<file path="src/rtl/mu_pair_arbiter.sv">
// Round-robin arbiter sharing a 1:2 width adapter between two word streams.
// Grants cover even-length bursts; an odd frame end is completed with a pad.
module mu_pair_arbiter #(
  parameter int            IW        = 32,
  parameter int            BURST_LEN = 16,
  parameter logic [IW-1:0] PAD_WORD  = '0
) (
  input  logic          clk,
  input  logic          rst_n,
  input  logic [IW-1:0] s0_data,
  input  logic          s0_valid,
  input  logic          s0_last,
  output logic          s0_ready,
  input  logic [IW-1:0] s1_data,
  input  logic          s1_valid,
  input  logic          s1_last,
  output logic          s1_ready,
  output logic [IW-1:0] m_data,
  output logic          m_valid,
  input  logic          m_ready,
  output logic          m_last,
  output logic          m_src,
  output logic          busy
);

  localparam int CW = $clog2(BURST_LEN) + 1;

  typedef enum logic [1:0] {
    IDLE  = 2'd0,
    BURST = 2'd1,
    PAD   = 2'd2
  } state_t;

  state_t        r_state;
  logic          r_gnt;
  logic          r_prio;
  logic [CW-1:0] r_cnt;

  logic          w_sel_valid;
  logic          w_sel_last;
  logic [IW-1:0] w_sel_data;
  logic [CW-1:0] w_cnt_nxt;
  logic          w_full;
  logic          w_end;
  logic          w_hs;

  always_comb begin
    w_sel_valid = r_gnt ? s1_valid : s0_valid;
    w_sel_last  = r_gnt ? s1_last  : s0_last;
    w_sel_data  = r_gnt ? s1_data  : s0_data;
    w_cnt_nxt   = r_cnt + CW'(1);
    w_full      = (w_cnt_nxt == CW'(BURST_LEN));
    // End the grant only where the pair count is even.
    w_end       = w_full | (w_sel_last & ~w_cnt_nxt[0]);
    w_hs        = (r_state == BURST) & w_sel_valid & m_ready;
  end

  always_comb begin
    m_data   = '0;
    m_valid  = 1'b0;
    m_last   = 1'b0;
    m_src    = 1'b0;
    s0_ready = 1'b0;
    s1_ready = 1'b0;
    busy     = (r_state != IDLE);
    unique case (r_state)
      BURST: begin
        m_data   = w_sel_data;
        m_valid  = w_sel_valid;
        m_last   = w_sel_valid & w_end;
        m_src    = r_gnt;
        s0_ready = ~r_gnt & m_ready;
        s1_ready = r_gnt & m_ready;
      end
      PAD: begin
        m_data  = PAD_WORD;
        m_valid = 1'b1;
        m_last  = 1'b1;
        m_src   = r_gnt;
      end
      default: ;
    endcase
  end

  always_ff @(posedge clk or negedge rst_n) begin
    if (!rst_n) begin
      r_state <= IDLE;
      r_gnt   <= 1'b0;
      r_prio  <= 1'b0;
      r_cnt   <= '0;
    end else begin
      unique case (r_state)
        IDLE: begin
          if (s0_valid | s1_valid) begin
            r_gnt   <= (s0_valid & s1_valid) ? r_prio : s1_valid;
            r_cnt   <= '0;
            r_state <= BURST;
          end
        end
        BURST: begin
          if (w_hs) begin
            r_cnt <= w_cnt_nxt;
            if (w_end) begin
              r_state <= IDLE;
              r_prio  <= ~r_gnt;
            end else if (w_sel_last) begin
              r_state <= PAD;
            end
          end
        end
        PAD: begin
          if (m_ready) begin
            r_state <= IDLE;
            r_prio  <= ~r_gnt;
          end
        end
        default: r_state <= IDLE;
      endcase
    end
  end

endmodule

</file>
<file path="config.mk">
export PLATFORM = sky130hd
export DESIGN_NAME = mu_pair_arbiter
export DESIGN_NICKNAME = d
export VERILOG_FILES = /design/src/rtl/mu_pair_arbiter.sv
export SDC_FILE = /design/constraint.sdc
export NUM_CORES = 1
export LEC_CHECK = 0
export BUFFER_PORTS_ARGS = -buffer_cell sky130_fd_sc_hd__buf_2
export CELL_PAD_IN_SITES_DETAIL_PLACEMENT = 1
export CELL_PAD_IN_SITES_GLOBAL_PLACEMENT = 1
export CORE_MARGIN = 2
export CORE_UTILIZATION = 27
export CTS_BUF_LIST = sky130_fd_sc_hd__clkbuf_4
export DETAILED_ROUTE_END_ITERATION = 16
export PLACE_DENSITY_LB_ADDON = 0.1
export SYNTH_ARGS = -nofsm -noshare
export SYNTH_HDL_FRONTEND = slang
export SYNTH_SLANG_ARGS = --single-unit
</file>
<file path="constraint.sdc">
create_clock -name clk -period 3.5 [get_ports clk]
set_input_delay 0.7 -clock clk [delete_from_list [all_inputs] [get_ports clk]]
set_output_delay 0.7 -clock clk [all_outputs]
set_load 0.005 [all_outputs]
</file>
-- Yosys cells after proc, flatten, opt, wreduce, memory -nomap -nowiden
Cells that the tools add are included.
- add/sub/neg operators: 1
- eq/ne operators: 8
- mux-type cells: 23
- bitwise logic cells: 11
- reductions and logical operators: 9
- operator list (kind ; count):
    $mux W32 ; 2
    $mux W2 ; 5
    $mux W5 ; 2
    $pmux W5 S2 ; 1
    $mux W1 ; 9
    $ne A2 B2 Y1 const B ; 4
    $reduce_and A4 Y1 ; 2
    $and A1 B1 Y1 ; 7
    $pmux W1 S2 ; 3
    $pmux W2 S3 ; 1
    $reduce_bool A2 Y1 ; 3
    $add A5 B1 Y5 const B ; 1
    $eq A5 B5 Y1 const B ; 1
    $ne A3 B3 Y1 const B ; 1
    $reduce_and A3 Y1 ; 1
    $eq A2 B1 Y1 const B ; 1
    $eq A2 B2 Y1 const B ; 1
    $logic_not A2 Y1 ; 1
    $not A1 Y1 ; 2
    $or A1 B1 Y1 ; 2
    $reduce_and A2 Y1 ; 1
    $reduce_or A2 Y1 ; 1
- output and inout port bits: 38
- word-level logic and storage cells: 56
- flip-flop bits (word level): 9

-- Logic depth before layout (Yosys ltp)
- depth after elaboration: 7
- mapped depth: 7
- gate-level depth less buffers: 7

-- Least setup slack after synthesis
OpenSTA, ideal clock, no wires.
- path kind: input -> output
- start: input s1_valid
- end: output m_last
- path buffers: 0
- path slack: 1.475 ns
- cell stages on the path: 4
- data arrival time: 1.325 ns
- cells stage by stage: mux2i_1 -> nor2b_1 -> o21a_1 -> o31a_1
- longest elaborated chain between the ends: 3
- RTL lines (item ; RTL line ; text):
    start, declared ; 15 ; input logic s1_valid,
    $mux W1 ; 48 ; w_sel_valid = r_gnt ? s1_valid : s0_valid;
    $and A1 B1 Y1 ; 70 ; m_last = w_sel_valid & w_end;
    $pmux W1 S2 ; 66 ; unique case (r_state)
    end, declared ; 21 ; output logic m_last,
Every way passes these cells.

-- Worst setup path after layout
- start: register r_state[1]
- end: output m_data[24]
- longest elaborated chain between the ends: 2
- RTL lines (item ; RTL line ; text):
    start, declared ; 34 ; state_t r_state;
    start signal, assigned ; 87 ; r_state <= IDLE;
    start signal, assigned ; 97 ; r_state <= BURST;
    start signal, assigned ; 104 ; r_state <= IDLE;
    $eq A2 B1 Y1 ; 66 ;
    $mux W32 ; 66 ;
    end, declared ; 18 ; output logic [IW-1:0] m_data,
Every way passes these cells.

==> qor.json <==
{
  "run_status": {
    "result_of_the_run": "finished clean"
  },
  "sta": {
    "finalSetupTns_ns": 0,
    "number_of_setup_violations_in_the_final_report": 0,
    "rsz0062_at_grt": "no",
    "final-max-slew-violation-count": 0,
    "maxClockFrequency_ghz": 0.3900,
    "timing.final.hold_violations": 0,
    "finalWorstPathRequiredPeriod_ns": 2.564,
    "actual_slew_at_the_worst_max_slew_pin_ns": 0.5875,
    "layout_worst_path_cycle_share_pct": 73.25,
    "maxSlewHeadroom_pct": 60.84,
    "fin_skew_ns": 0.001757
  },
  "synth": {
    "synth_top_area_cell": "mux2i_1",
    "yosysTopAreaCellShare_pct": 30.61,
    "proportion_of_synthesized_chip_area_in_sequential_cells_pct": 19.13,
    "postSynthRegisterBits": 9,
    "syn_nets": 219,
    "cell_area_after_synthesis_mm2": 0.001177,
    "synth.top_cells.by_area": "mux2i_1 31%, dfrtp_1 19%, nor2b_1 19%",
    "postSynthAreaPerCell_um2": 8.176,
    "synth.lib_cells_used.distinct": 29,
    "synth_warnings": 0,
    "netlist_instances": 144
  },
  "layout": {
    "drive_gt1_share_pct": 46.80,
    "most_common_cell_after_layout_fill_and_taps_aside": "buf_2",
    "num_antenna_cells": 0,
    "layout.area.seq_um2": 226.5,
    "n_fill_cell": 560,
    "syn_to_final_growth_pct": 52.28,
    "final_nets": 326,
    "post-route-util_pct": 42.05,
    "multiInputGateArea_um2": 900.9,
    "most-common-layout-cells": "108 x buf_2, 36 x mux2i_1, 35 x nor2b_1"
  },
  "route": {
    "drt_pass1_iterations": 4,
    "top_layer": "met4",
    "drt-wirelength-per-cell_um": 13.79,
    "drc": 0,
    "antenna_violating_nets_post_route": 0,
    "detailedRoute.firstIterationViolations": 30,
    "wl_met1_um": 1634,
    "met2_wirelength_um": 2213,
    "wirelength_um": 4164,
    "vias": 1433,
    "met3_wirelength_from_detailed_routing_um": 235,
    "post_drt_via_cell_ratio": 4.745
  },
  "placement": {
    "gp_congestion": 0.7560,
    "buffer_ports.inserted": 108,
    "hpwlAfterDp_um": 3394
  },
  "cts": {
    "clock_tree.root_cell": "clkbuf_4",
    "cts-hold-fix-buffers": 0,
    "post_cts_resize_count": 0,
    "cts-root-to-sink-buffers": 2,
    "clock_tree.htree_level_count": 1,
    "cts_tree": "yes",
    "cts_setup_buffers": 0,
    "clock_insertion_delay_worst_skew_ns": 0.27,
    "clock_slew_at_reported_path_ffs_ns": 0.06,
    "numCtsBuffers": 3,
    "sink_count_of_the_clock_tree": 9
  },
  "power": {
    "irDropWorstVdd_uv": 219.8,
    "leakage_nw": 1.030,
    "power_density_mw_per_mm2": 630.8
  },
  "floorplan": {
    "area_of_the_placeable_core_mm2": 0.004264,
    "placementRows": 24,
    "initial_utilization_pct": 27.61,
    "fp.dieW_um": 70.04,
    "dieHeight_um": 70.04,
    "fp.dieArea_mm2": 0.004905,
    "io_pins": 109
  },
  "worst_setup_path": {
    "crit_start": "r_state[1]$_DFFE_PN0P_",
    "crit_path_cell_trace": "inv_1, ha_1, buf_4, nor2b_1, buf_2",
    "worst_path_max_delay_cell": "ha_1",
    "critical_path_required_ns": 2.80,
    "critPathMaxStageDelay_ns": 0.45,
    "timing.critical_path.max_delay_family": "buffers and inverters",
    "reg2reg_slack_ns": 1.52,
    "critPathMaxFanout": 29,
    "cp-end-kind": "output port",
    "path_buf_inv": 3,
    "setup.worst_path.class": "reg2out",
    "r2r_start": "r_state[1]$_DFFE_PN0P_",
    "arr_time_crit_path_ns": 1.86,
    "worstSetupStartpointType": "flop"
  },
  "global_routing": {
    "pin_count_of_the_biggest_net_entering_global_routing": 38,
    "grt.overflow.total": 0,
    "antenna_found_initial": 0,
    "grt_first_pass_wirelength_um": 6589,
    "vias_in_the_first_global_route": 1387,
    "groute.usage.overall_pct": 17.05
  },
  "worst_hold_path": {
    "hold_path_class": "in2async"
  },
  "job": {
    "max_cap_viol_count": 0
  }
}
## where the power goes
part           switching, mW  internal [mW]  total (mW)
clock                 0.0418         0.0520      0.0938
combinational          0.438          0.434       0.872
sequential            0.0301          0.135       0.165
total                  0.510          0.621        1.13
## layout make-up
type	count	area share [%]
sequential	9	12.63
clock buffer	4	1.675
timing repair buffer	110	30.98
tap	52	3.629
inverter	4	0.8374
multi-input combinational	123	50.24
## state kept, by name, indices dropped and copies added, names as in the netlist
| register | count |
|---|---|
| r_prio | 1 |
| r_cnt | 5 |
| r_state | 2 |
| r_gnt | 1 |
## worst reg2reg max path, cell delays in order, from the launching register on
cell and delay (ns):
dfrtp_1 0.39, inv_1 0.10, ha_1 0.45, buf_4 0.35
mux2i_1 0.22, nor3_1 0.06, o21ai_0 0.10, a21bo_1 0.21
## synthesized netlist by cell type, drive strengths merged
cell	n
nor2b	35
and3	1
a211oi	1
o32ai	1
o21ai	10
o21a	2
a31oi	1
or4	1
nand2	8
nor2	8
xor2	2
mux2i	36
clkbuf	3
a21oi	4
a22o	1
nor3	1
a21bo	1
o31a	1
dfrtp	9
buf	5
inv	4
and2	1
nand3	2
ha	4
or2	1
and4b	1
## path summary, 6_finish.rpt
| check | depth (start not counted) | to |
|---|---|---|
| worst max register to register | 7 | r_prio$_DFFE_PN0P_ |
| worst min register to register | 1 | r_prio$_DFFE_PN0P_ |
| worst min-delay path | 1 | r_state[0]$_DFFE_PN0P_ |
| min in group clk | 1 | r_prio$_DFFE_PN0P_ |
| max in group asynchronous | 1 | r_gnt$_DFFE_PN0P_ |
| worst max-delay path | 5 | m_data[24] |
## routing by layer
metal,GRT usage [%],up-vias
li1,-,708
met1,19.19,661
met2,30.90,56
met3,4.329,8
met4,5.983,0
met5,0,-
## kinds of logic after synthesis
kind of cell / count (synthesis) / synth area share [%]
adders and majority gates: 4 / 4.251
xor gates and xnor gates: 2 / 1.488
muxes: 36 / 30.61
and+or+nand+nor: 59 / 28.06
DFF: 9 / 19.13
buffers and inverters: 12 / 4.356
AOI/OAI and AO/OA: 22 / 12.12
## metrics by stage
| step | area (um2) | total power, mW | hold WS, ns | worst slack (ns) | cells |
|---|---|---|---|---|---|
| global route | 1793 | 1.248 | 0.2798 | 0.7279 | 302 |
| detailed placement | 1763 | 1.053 | 0.4754 | 1.107 | 298 |
| floorplan | 1177 | 0.7441 | 0.4044 | 1.475 | 144 |
| CTS | 1793 | 1.152 | 0.2747 | 0.9067 | 302 |
| finish | 1793 | 1.131 | 0.2766 | 0.9362 | 302 |
| global placement | 1763 | 1.046 | 0.4734 | 1.160 | 298 |
(Power assumes the default switching activity.)
